**config.mk**
```make
export PLATFORM = sky130hd
export DESIGN_NAME = i2c_txn_arbiter
export DESIGN_NICKNAME = d
export VERILOG_FILES = /design/src/rtl/i2c_txn_arbiter.sv
export SDC_FILE = /design/constraint.sdc
export NUM_CORES = 1
export LEC_CHECK = 0
export ABC_AREA = 0
export CAP_MARGIN = 25
export CELL_PAD_IN_SITES_DETAIL_PLACEMENT = 0
export CELL_PAD_IN_SITES_GLOBAL_PLACEMENT = 1
export CORE_ASPECT_RATIO = 1.25
export CORE_MARGIN = 5
export CORE_UTILIZATION = 35
export DETAILED_ROUTE_END_ITERATION = 16
export DONT_BUFFER_PORTS = 1
export PLACE_DENSITY = 0.59
export SLEW_MARGIN = 5
export SYNTH_ARGS = -nofsm -noshare
export SYNTH_HDL_FRONTEND = slang
export SYNTH_SLANG_ARGS = --single-unit
```
**constraint.sdc**
```tcl
create_clock -name clk -period 9.2 [get_ports clk]
set_input_delay 1.38 -clock clk [delete_from_list [all_inputs] [get_ports clk]]
set_output_delay 1.38 -clock clk [all_outputs]
set_load 0.005 [all_outputs]
```
**src/rtl/i2c_txn_arbiter.sv**
```systemverilog
// rtl/i2c_txn_arbiter.sv - round-robin sharer of one I2C master running single-byte transactions
// Optional watchdog on the status polling: define I2C_ARB_TIMEOUT_EN.
module i2c_txn_arbiter #(
   parameter int          NUM_REQ     = 4,
   parameter logic [7:0]  CLK_DIV     = 8'd100,
   parameter int          POLL_GAP    = 16,
   parameter logic [19:0] TIMEOUT_CYC = 20'd200000
) (
   input  logic                 clk,
   input  logic                 rst_n,
   input  logic [NUM_REQ-1:0]   req,
   input  logic [NUM_REQ*7-1:0] req_addr,
   input  logic [NUM_REQ*8-1:0] req_wdata,
   input  logic [NUM_REQ-1:0]   req_rd,
   output logic [NUM_REQ-1:0]   gnt,
   output logic                 rsp_valid,
   output logic [2:0]           rsp_id,
   output logic [7:0]           rsp_rdata,
   output logic [1:0]           rsp_err,
   output logic                 busy,
   output logic                 m_wr,
   output logic [7:0]           m_addr_offset,
   output logic [31:0]          m_wdata,
   input  logic [31:0]          m_rdata
);
   typedef enum logic [3:0] {
      S_IDLE, S_CFG, S_START, S_GAP, S_POLL, S_PCHK, S_RDATA, S_RCHK, S_STOP, S_RESP
   } state_t;

   state_t             r_state, w_state_n;
   logic [7:0]         r_cnt, w_cnt_n;
   logic [2:0]         r_rr, w_rr_n;
   logic [2:0]         r_id, w_id_n;
   logic [6:0]         r_addr, w_addr_n;
   logic [7:0]         r_txb, w_txb_n;
   logic               r_rd, w_rd_n;
   logic               r_seen, w_seen_n;
   logic [7:0]         r_rxb, w_rxb_n;
   logic [1:0]         r_err, w_err_n;
   logic [NUM_REQ-1:0] r_gnt, w_gnt_n;
   logic               r_rsp_valid, w_rsp_valid_n;
   logic [2:0]         r_rsp_id, w_rsp_id_n;
   logic [7:0]         r_rsp_rdata, w_rsp_rdata_n;
   logic [1:0]         r_rsp_err, w_rsp_err_n;
   logic               r_busy, w_busy_n;
   logic               r_m_wr, w_m_wr_n;
   logic [7:0]         r_m_off, w_m_off_n;
   logic [31:0]        r_m_wdata, w_m_wdata_n;
   logic               w_found;
   logic [2:0]         w_sel;
   logic [7:0]         w_req8;
`ifdef I2C_ARB_TIMEOUT_EN
   logic [19:0]        r_tmo, w_tmo_n;
`endif

   assign w_req8 = 8'(req);

   // Scan downwards so the requester closest to the pointer is the last (winning) hit.
   always_comb begin
      w_found = 1'b0;
      w_sel   = '0;
      for (int k = NUM_REQ - 1; k >= 0; k--) begin
         int idx;
         idx = int'(r_rr) + k;
         if (idx >= NUM_REQ) idx = idx - NUM_REQ;
         if (w_req8[3'(idx)]) begin
            w_found = 1'b1;
            w_sel   = 3'(idx);
         end
      end
   end

   always_comb begin
      w_state_n = r_state;
      w_cnt_n   = r_cnt;
      w_rr_n    = r_rr;
      w_id_n    = r_id;
      w_addr_n  = r_addr;
      w_txb_n   = r_txb;
      w_rd_n    = r_rd;
      w_seen_n  = r_seen;
      w_rxb_n   = r_rxb;
      w_err_n   = r_err;
      w_gnt_n   = '0;
`ifdef I2C_ARB_TIMEOUT_EN
      w_tmo_n   = r_tmo;
`endif
      case (r_state)
         S_IDLE: begin
            if (w_found) begin
               w_state_n = S_CFG;
               w_cnt_n   = '0;
               w_id_n    = w_sel;
               w_rr_n    = (int'(w_sel) == NUM_REQ - 1) ? 3'd0 : w_sel + 3'd1;
               w_err_n   = 2'b00;
               w_rxb_n   = '0;
               for (int i = 0; i < NUM_REQ; i++) begin
                  if (w_sel == 3'(i)) begin
                     w_gnt_n[i] = 1'b1;
                     w_addr_n   = req_addr[7*i +: 7];
                     w_txb_n    = req_wdata[8*i +: 8];
                     w_rd_n     = req_rd[i];
                  end
               end
            end
         end
         S_CFG: begin
            if (r_cnt == 8'd3) w_state_n = S_START;
            else               w_cnt_n   = r_cnt + 8'd1;
         end
         S_START: begin
            w_seen_n  = 1'b0;
            w_cnt_n   = '0;
            w_state_n = S_GAP;
         end
         S_GAP: begin
            if (r_cnt == 8'(POLL_GAP - 1)) w_state_n = S_POLL;
            else                           w_cnt_n   = r_cnt + 8'd1;
         end
         S_POLL: w_state_n = S_PCHK;
         // A done flag before any active flag belongs to the previous transaction.
         S_PCHK: begin
            w_cnt_n = '0;
            case (m_rdata[1:0])
               2'b10: begin
                  w_seen_n  = 1'b1;
                  w_state_n = S_GAP;
               end
               2'b11: begin
                  w_err_n   = 2'b01;
                  w_state_n = S_STOP;
               end
               2'b01: begin
                  if (r_seen) w_state_n = r_rd ? S_RDATA : S_STOP;
                  else        w_state_n = S_GAP;
               end
               default: w_state_n = S_GAP;
            endcase
         end
         S_RDATA: w_state_n = S_RCHK;
         S_RCHK: begin
            w_rxb_n   = m_rdata[7:0];
            w_state_n = S_STOP;
         end
         S_STOP:  w_state_n = S_RESP;
         S_RESP:  w_state_n = S_IDLE;
         default: w_state_n = S_IDLE;
      endcase
`ifdef I2C_ARB_TIMEOUT_EN
      if (r_state == S_START) w_tmo_n = '0;
      if (r_state inside {S_GAP, S_POLL, S_PCHK, S_RDATA, S_RCHK}) begin
         w_tmo_n = r_tmo + 20'd1;
         if (r_tmo >= TIMEOUT_CYC - 20'd1) begin
            w_state_n = S_STOP;
            w_err_n   = 2'b10;
            w_rxb_n   = '0;
         end
      end
`endif
      // Outputs are registered, so decode them from the state being entered.
      w_rsp_valid_n = 1'b0;
      w_rsp_id_n    = '0;
      w_rsp_rdata_n = '0;
      w_rsp_err_n   = '0;
      w_m_wr_n      = 1'b0;
      w_m_off_n     = 8'h14;
      w_m_wdata_n   = '0;
      w_busy_n      = (w_state_n != S_IDLE) && (w_state_n != S_RESP);
      case (w_state_n)
         S_CFG: begin
            w_m_wr_n = 1'b1;
            case (w_cnt_n[1:0])
               2'd0: begin w_m_off_n = 8'h04; w_m_wdata_n = {24'd0, CLK_DIV};  end
               2'd1: begin w_m_off_n = 8'h08; w_m_wdata_n = {25'd0, w_addr_n}; end
               2'd2: begin w_m_off_n = 8'h0C; w_m_wdata_n = {24'd0, w_txb_n};  end
               default: begin w_m_off_n = 8'h18; w_m_wdata_n = {31'd0, w_rd_n}; end
            endcase
         end
         S_START: begin
            w_m_wr_n    = 1'b1;
            w_m_off_n   = 8'h00;
            w_m_wdata_n = 32'd1;
         end
         S_STOP: begin
            w_m_wr_n  = 1'b1;
            w_m_off_n = 8'h00;
         end
         S_RDATA: w_m_off_n = 8'h10;
         S_RESP: begin
            w_rsp_valid_n = 1'b1;
            w_rsp_id_n    = w_id_n;
            w_rsp_rdata_n = w_rxb_n;
            w_rsp_err_n   = w_err_n;
         end
         default: w_m_off_n = 8'h14;
      endcase
   end

   always_ff @(posedge clk or negedge rst_n) begin
      if (!rst_n) begin
         r_state     <= S_IDLE;
         r_cnt       <= '0;
         r_rr        <= '0;
         r_id        <= '0;
         r_addr      <= '0;
         r_txb       <= '0;
         r_rd        <= 1'b0;
         r_seen      <= 1'b0;
         r_rxb       <= '0;
         r_err       <= '0;
         r_gnt       <= '0;
         r_rsp_valid <= 1'b0;
         r_rsp_id    <= '0;
         r_rsp_rdata <= '0;
         r_rsp_err   <= '0;
         r_busy      <= 1'b0;
         r_m_wr      <= 1'b0;
         r_m_off     <= 8'h14;
         r_m_wdata   <= '0;
`ifdef I2C_ARB_TIMEOUT_EN
         r_tmo       <= '0;
`endif
      end else begin
         r_state     <= w_state_n;
         r_cnt       <= w_cnt_n;
         r_rr        <= w_rr_n;
         r_id        <= w_id_n;
         r_addr      <= w_addr_n;
         r_txb       <= w_txb_n;
         r_rd        <= w_rd_n;
         r_seen      <= w_seen_n;
         r_rxb       <= w_rxb_n;
         r_err       <= w_err_n;
         r_gnt       <= w_gnt_n;
         r_rsp_valid <= w_rsp_valid_n;
         r_rsp_id    <= w_rsp_id_n;
         r_rsp_rdata <= w_rsp_rdata_n;
         r_rsp_err   <= w_rsp_err_n;
         r_busy      <= w_busy_n;
         r_m_wr      <= w_m_wr_n;
         r_m_off     <= w_m_off_n;
         r_m_wdata   <= w_m_wdata_n;
`ifdef I2C_ARB_TIMEOUT_EN
         r_tmo       <= w_tmo_n;
`endif
      end
   end

   assign gnt           = r_gnt;
   assign rsp_valid     = r_rsp_valid;
   assign rsp_id        = r_rsp_id;
   assign rsp_rdata     = r_rsp_rdata;
   assign rsp_err       = r_rsp_err;
   assign busy          = r_busy;
   assign m_wr          = r_m_wr;
   assign m_addr_offset = r_m_off;
   assign m_wdata       = r_m_wdata;
endmodule

```
==> impl_metrics.toml, run 1 <==
[synth]
ys.flop_type = "dfrtp_1"
synth_top_family_by_area = "compound AO/OA/AOI/OAI gates"
async_flop_share_pct = 100
synthAdderAreaFrac_pct = 1.38
synth_compound_area_share_pct = 25.0
synth.cell_area_mm2 = 0.00453
syn_avg_cell_area_um2 = 9.18
yosys_warnings = 0
synth_xor_area_share_pct = 0
synth_edf_count = 0
muxShareOfSynthArea_pct = 2.81
ys_seq_area_share_pct = 42.0
synth-simple-area-share_pct = 18.6
synth-seq-cells = 76
synth_cell_types = 65
syn_inst = 494

[sta]
fmax_mhz = 195
layout_min_cycle_time_ns = 5.14
relSlewSlack_pct = 55.1
tightest_slew_ns = 0.673
finalSetupViolations = 0
hold_viol_final = 0
fin_setup_tns_ns = 0
slew_violations = 0
finalCritPeriodShare_pct = 55.9
fin_skew_ns = 0.00708
holdWs_ns = 0.481
rsz0062_at_grt = "false"

[clocking]
cts.repair.resized = 0
cts_setup_buffers = 0
cts_sinks = 76
path_clk_slew_ns = 0.07
hold_buffers = 0
tritoncts = "done"
cts_buffers = 9
cts_root_buffer = "clkbuf_16"
clkLatencyLatePin_ns = 0.34
cts_htree_levels = 3
cts_buffer_depth = 2

[critical_path]
cpLargestDelayFamily = "compound AO/OA/AOI/OAI gates"
reg2reg_from = "r_rr[0]"
crit_fanout = 17
slowest_stage = "dfrtp_1"
path_class = "register to register"
crit_chain = "clkinv_1, ha_1, nor2b_1, and3_1, a311oi_1, o21a_1, ha_1, clkinv_1, nand2_1, o22ai_1, mux2_2, o21ai_0, a22o_1"
cp-start-kind = "register"
endpoint_kind = "register"
rr_endpoint = "r_addr[0]"
r2r_cells = 13
cp_num_buf_inv = 2
worstPathArrival_ns = 5.42
rrSetupSlack_ns = 4.06
worstPathRequired_ns = 9.48
max_stage_delay_ns = 0.65

[place]
place_hpwl_um = 8890
place_inst = 636
gp_congestion = 0.747
io_buffers = 0
place_area_mm2 = 0.00449

[final_layout]
final_common_cell = "dfrtp_1"
final_cells = 653
final_cell_mix = "dfrtp_1, nand2_1, nor2_1"
drive_above_1_share_pct = 9.48
areaGrowthSynthToFinish_pct = 5.77
n_antenna_cell = 0
design_area_mm2 = 0.00480
fin_nets = 587

[global_route]
gr-total-overflow = 0
grt_pass1_vias = 3717
met2_usage_pct = 28.1
grt_max_degree = 77
antenna_found_initial = 0
gr-usage-met1_pct = 21.0
grt.met3_usage_pct = 4.83
grt_pass1_wl_um = 20400
global_route.usage.total_pct = 16.6
top_usage_layer = "met2"

[drt]
drc_errors = 0
wire_per_inst_um = 19.4
drt-pass1-iter-count = 4
drt-initial-drc-count = 224
num_vias = 3619
drtAntennaViolNets = 0
routed_via_density = 5.54
wirelength_um = 12700

[power]
intPower_mw = 0.979
power_frac_clock_pct = 18.7
power_frac_seq_pct = 27.0
powerDensity_mw_per_mm2 = 384
p_leak_nw = 2.11
ir_drop_mv = 0.188
p_total_mw = 1.84
pwr-share-comb_pct = 54.3
switchingPower_mw = 0.861
swShare_pct = 46.8

[floorplan]
rows = 46
ioPinCount = 162
start_util_pct = 35.6
die_w_um = 112
core-area_mm2 = 0.0127
chipHeight_um = 137
die-area_mm2 = 0.0153

[hold_path]
whs_path_depth = 1
hp-class = "register to register"
min-delay-start = "r_id[2]"
min_to = "r_id[2]"

[run_status]
status = "complete, no violations"

[job]
maxCapViolations = 0
-- synthesized netlist by cell type (all sizes together) (3+ instances only) --
library cell  number  share of area [%]
a21o               6               0.99
o21ai             34                4.2
nor2              35                3.0
o211a              7                1.5
a31oi              6               0.83
o31ai              3               0.50
a2111oi            4                1.6
a211oi             4               0.66
o22a               4               0.77
dfrtp             74                 41
o21a               8                1.4
nor2b              6               0.83
a22oi              4               0.66
nand2             50                4.1
a2bb2oi            7                1.4
buf               48                7.9
and2              15                2.1
o22ai             11                1.5
mux2               4               0.99
ha                 5                1.4
o41ai              3               0.75
nand4              4               0.55
nand3             28                3.1
nor3              12                1.3
nand2b             6               0.83
clkbuf            11               0.91
o211ai             7                1.2
a22o               8                1.5
and3               8                1.1
mux2i              6                1.3
a21oi             20                2.2
inv               14                1.2
-- cell families after synthesis --
| logic type | after synthesis |
|---|---|
| buf+inv | 75 |
| other cells | 1 |
| mux | 11 |
| compound gates | 152 |
| simple gates | 174 |
| fa+ha+maj | 5 |
| flops | 76 |
-- sequential cells by signal, indices dropped and copies added (netlist names), 2 cells and up --
signal / flops
gnt: 4
m_addr_offset: 3
m_wdata: 8
r_addr: 7
r_cnt: 8
r_err: 2
r_id: 3
r_rr: 3
r_rxb: 8
r_state: 4
r_txb: 8
rsp_err: 2
rsp_id: 3
rsp_rdata: 8
-- per-layer routing --
| layer | vias up | wire length (um) |
|---|---|---|
| met5 | - | 0 |
| met4 | 0 | 146 |
| li1 | 1710 | - |
| met2 | 127 | 6170 |
| met3 | 19 | 783 |
| met1 | 1763 | 5580 |
-- worst reg2reg max path, delay by kind of cell (launching register included) --
| family | cells | cell delay [ns] |
|---|---|---|
| flip-flops | 1 | 0.65 |
| AND/OR/NAND/NOR | 3 | 0.76 |
| buffers and inverters | 2 | 0.97 |
| adder cells (fa/ha/maj) | 2 | 1.15 |
| AO/OA/AOI/OAI | 5 | 1.27 |
| multiplexers | 1 | 0.29 |
-- layout make-up --
class	count	area, um^2
inverter	16	60.1
sequential	76	1900
fill	1300	7920
timing repair buffer	6	57.6
clock inverter	7	56.3
multi-input combinational	371	2280
clock buffer	9	225
tap	168	210
-- power groups by stage --
| stage | registers, mW | clock network (mW) | logic, mW |
|---|---|---|---|
| finish | 0.497 | 0.344 | 0.999 |
| CTS | 0.498 | 0.353 | 1.00 |
| global route | 0.511 | 0.368 | 1.11 |
| global placement | 0.502 | 0 | 0.986 |
| floorplan | 0.461 | 0 | 0.829 |
| detailed placement | 0.504 | 0 | 0.994 |
-- stage by stage --
stage / utilization [%] / setup slack (ns)
after floorplan: - / 5.38
after global placement: 35.3 / 4.07
after detailed placement: 35.3 / 4.09
after CTS: 37.5 / 4.04
after global routing: 37.7 / 3.56
final: 37.7 / 4.06
-- how the worst max path moves through the flow --
stage | start | to | depth (start not counted)
final | r_rr[0] | r_addr[0] | 13
after global routing | r_rr[0] | r_addr[0] | 13
after global placement | r_rr[0] | r_addr[0] | 13
after floorplan | req[0] | r_addr[2] | 12
after CTS | r_rr[0] | r_addr[0] | 13
after detailed placement | r_rr[0] | r_addr[0] | 13
No activity file was read; power rests on OpenSTA's default activity.
==> inputs of run 2 (changes only) <==
Clock period 9.2 ns to 5 ns, I/O delays scaled along.
==> run 2 against run 1 <==
Net effect: cell area increased by 0.50%; non-clock buffer count grew 4; sequential share of layout area decreased by 0.20 points; clock-buffer cell count up 2; sequential power increased by 84%; final cell count rose by 0.61%; utilization is 0.19 points higher; register-to-register slack got worse by 3.4 ns; first-iteration DRC count shrank 31%; flip-flop and latch count unchanged; routed wire length is 0.19% higher; critical path type unchanged; highest routed layer unchanged.
==> impl_metrics.toml, run 2 (synthesized netlist as in run 1, its figures left out) <==
[sta]
tightest_slew_ns = 0.965
slew_violations = 0
hold_viol_final = 0
layout_min_cycle_time_ns = 4.35
rsz0062_at_grt = "false"
holdWs_ns = 0.122
finalSetupViolations = 0
fmax_mhz = 230
relSlewSlack_pct = 35.6
fin_skew_ns = 0.00897
fin_ws_ns = 0.647
finalCritPeriodShare_pct = 87.1
fin_setup_tns_ns = 0

[final_layout]
design_area_mm2 = 0.00482
fin_nets = 591
n_antenna_cell = 0
drive_above_1_share_pct = 10.2
final_cell_mix = "dfrtp_1, nand2_1, nor2_1"
areaGrowthSynthToFinish_pct = 6.29
final_cells = 657
final_common_cell = "dfrtp_1"

[critical_path]
path_class = "register to register"
cp-start-kind = "register"
worstPathArrival_ns = 4.57
worstPathRequired_ns = 5.22
endpoint_kind = "register"
r2r_cells = 12
crit_fanout = 14

[drt]
drt-pass1-iter-count = 4
routed_via_density = 5.48
drc_errors = 0
drtAntennaViolNets = 0
wire_per_inst_um = 19.3
wirelength_um = 12700
drt-initial-drc-count = 155
num_vias = 3600

[clocking]
path_clk_slew_ns = 0.06
cts_setup_buffers = 0
cts_root_buffer = "clkbuf_16"
cts_buffers = 9
tritoncts = "done"
cts_htree_levels = 3
cts.repair.resized = 0
clkLatencyLatePin_ns = 0.33
hold_buffers = 0
cts_buffer_depth = 2
cts_sinks = 76

[global_route]
grt_pass1_wl_um = 20500
grt_max_degree = 77
global_route.usage.total_pct = 16.7
grt_pass1_vias = 3799
antenna_found_initial = 0
gr-total-overflow = 0

[place]
io_buffers = 0
place_hpwl_um = 9040
place_inst = 641
dp_slack_ns = 0.675
gp_congestion = 0.808
place_area_mm2 = 0.00453

[power]
p_leak_nw = 2.13
powerDensity_mw_per_mm2 = 709
ir_drop_mv = 0.288

[floorplan]
die_w_um = 112
chipHeight_um = 137
die-area_mm2 = 0.0153
start_util_pct = 35.6
core-area_mm2 = 0.0127
ioPinCount = 162
rows = 46

[hold_path]
hp-class = "primary input to asynchronous set/reset pin"

[run_status]
status = "complete, no violations"

[job]
maxCapViolations = 0
run 2: changes by cell type in the layout (fill, tap and decap cells not counted):
cell      delta
buf_12       -1
buf_4        +5
clkbuf_8     +2
clkinv_2     +1
inv_6        -3
run 2: worst paths after layout:
path	from	end	slack (ns)
max	r_rr[0]	r_txb[0]	0.65
min	rst_n	r_cnt[7]	0.12
max reg2reg	r_rr[0]	r_txb[0]	0.65
min reg2reg	r_id[2]	r_id[2]	0.48
max in group asynchronous	rst_n	m_addr_offset[2]	4.67
min in group clk	r_id[2]	r_id[2]	0.48
run 2: area by class of cell:
cell class,count,area (um^2)
clock buffers,11,253
clock inverters,5,35.0
fillers,1317,7900
inverters,16,60.1
multi-input cells,371,2280
flip-flops and latches,76,1900
well taps,168,210
repair buffers,10,75.1
run 2: per-stage QoR:
stage | utilization [%] | total power, mW
6_report | 37.9 | 3.42
5_1_grt | 37.9 | 3.70
4_1_cts | 37.9 | 3.46
3_5_place_dp | 35.6 | 2.81
3_3_place_gp | 35.6 | 2.79
2_1_floorplan | - | 2.37
run 2: worst max-delay path, stage by stage (launching register included):
cell	delay, ns
dfrtp_1	0.63
clkinv_1	0.39
ha_1	0.51
mux2_2	0.34
nand3_1	0.14
a2111oi_4	0.45
nor2_1	0.11
inv_1	0.30
ha_1	0.35
inv_1	0.27
o311ai_0	0.40
a21oi_1	0.14
a22o_1	0.20
run 2: layer usage:
layer,up-vias,wire (um),share of wire (%),global-route usage [%]
li1,1712,-,-,-
met1,1749,5420,43,21.3
met2,133,6280,49,27.9
met3,6,903,7.1,4.83
met4,0,104,0.82,4.46
met5,-,0,0,0
run 2: report_power, final:
group          switching, mW  internal [mW]  total (mW)
logic                   1.17          0.710        1.88
registers              0.139          0.777       0.916
clock network          0.258          0.364       0.622
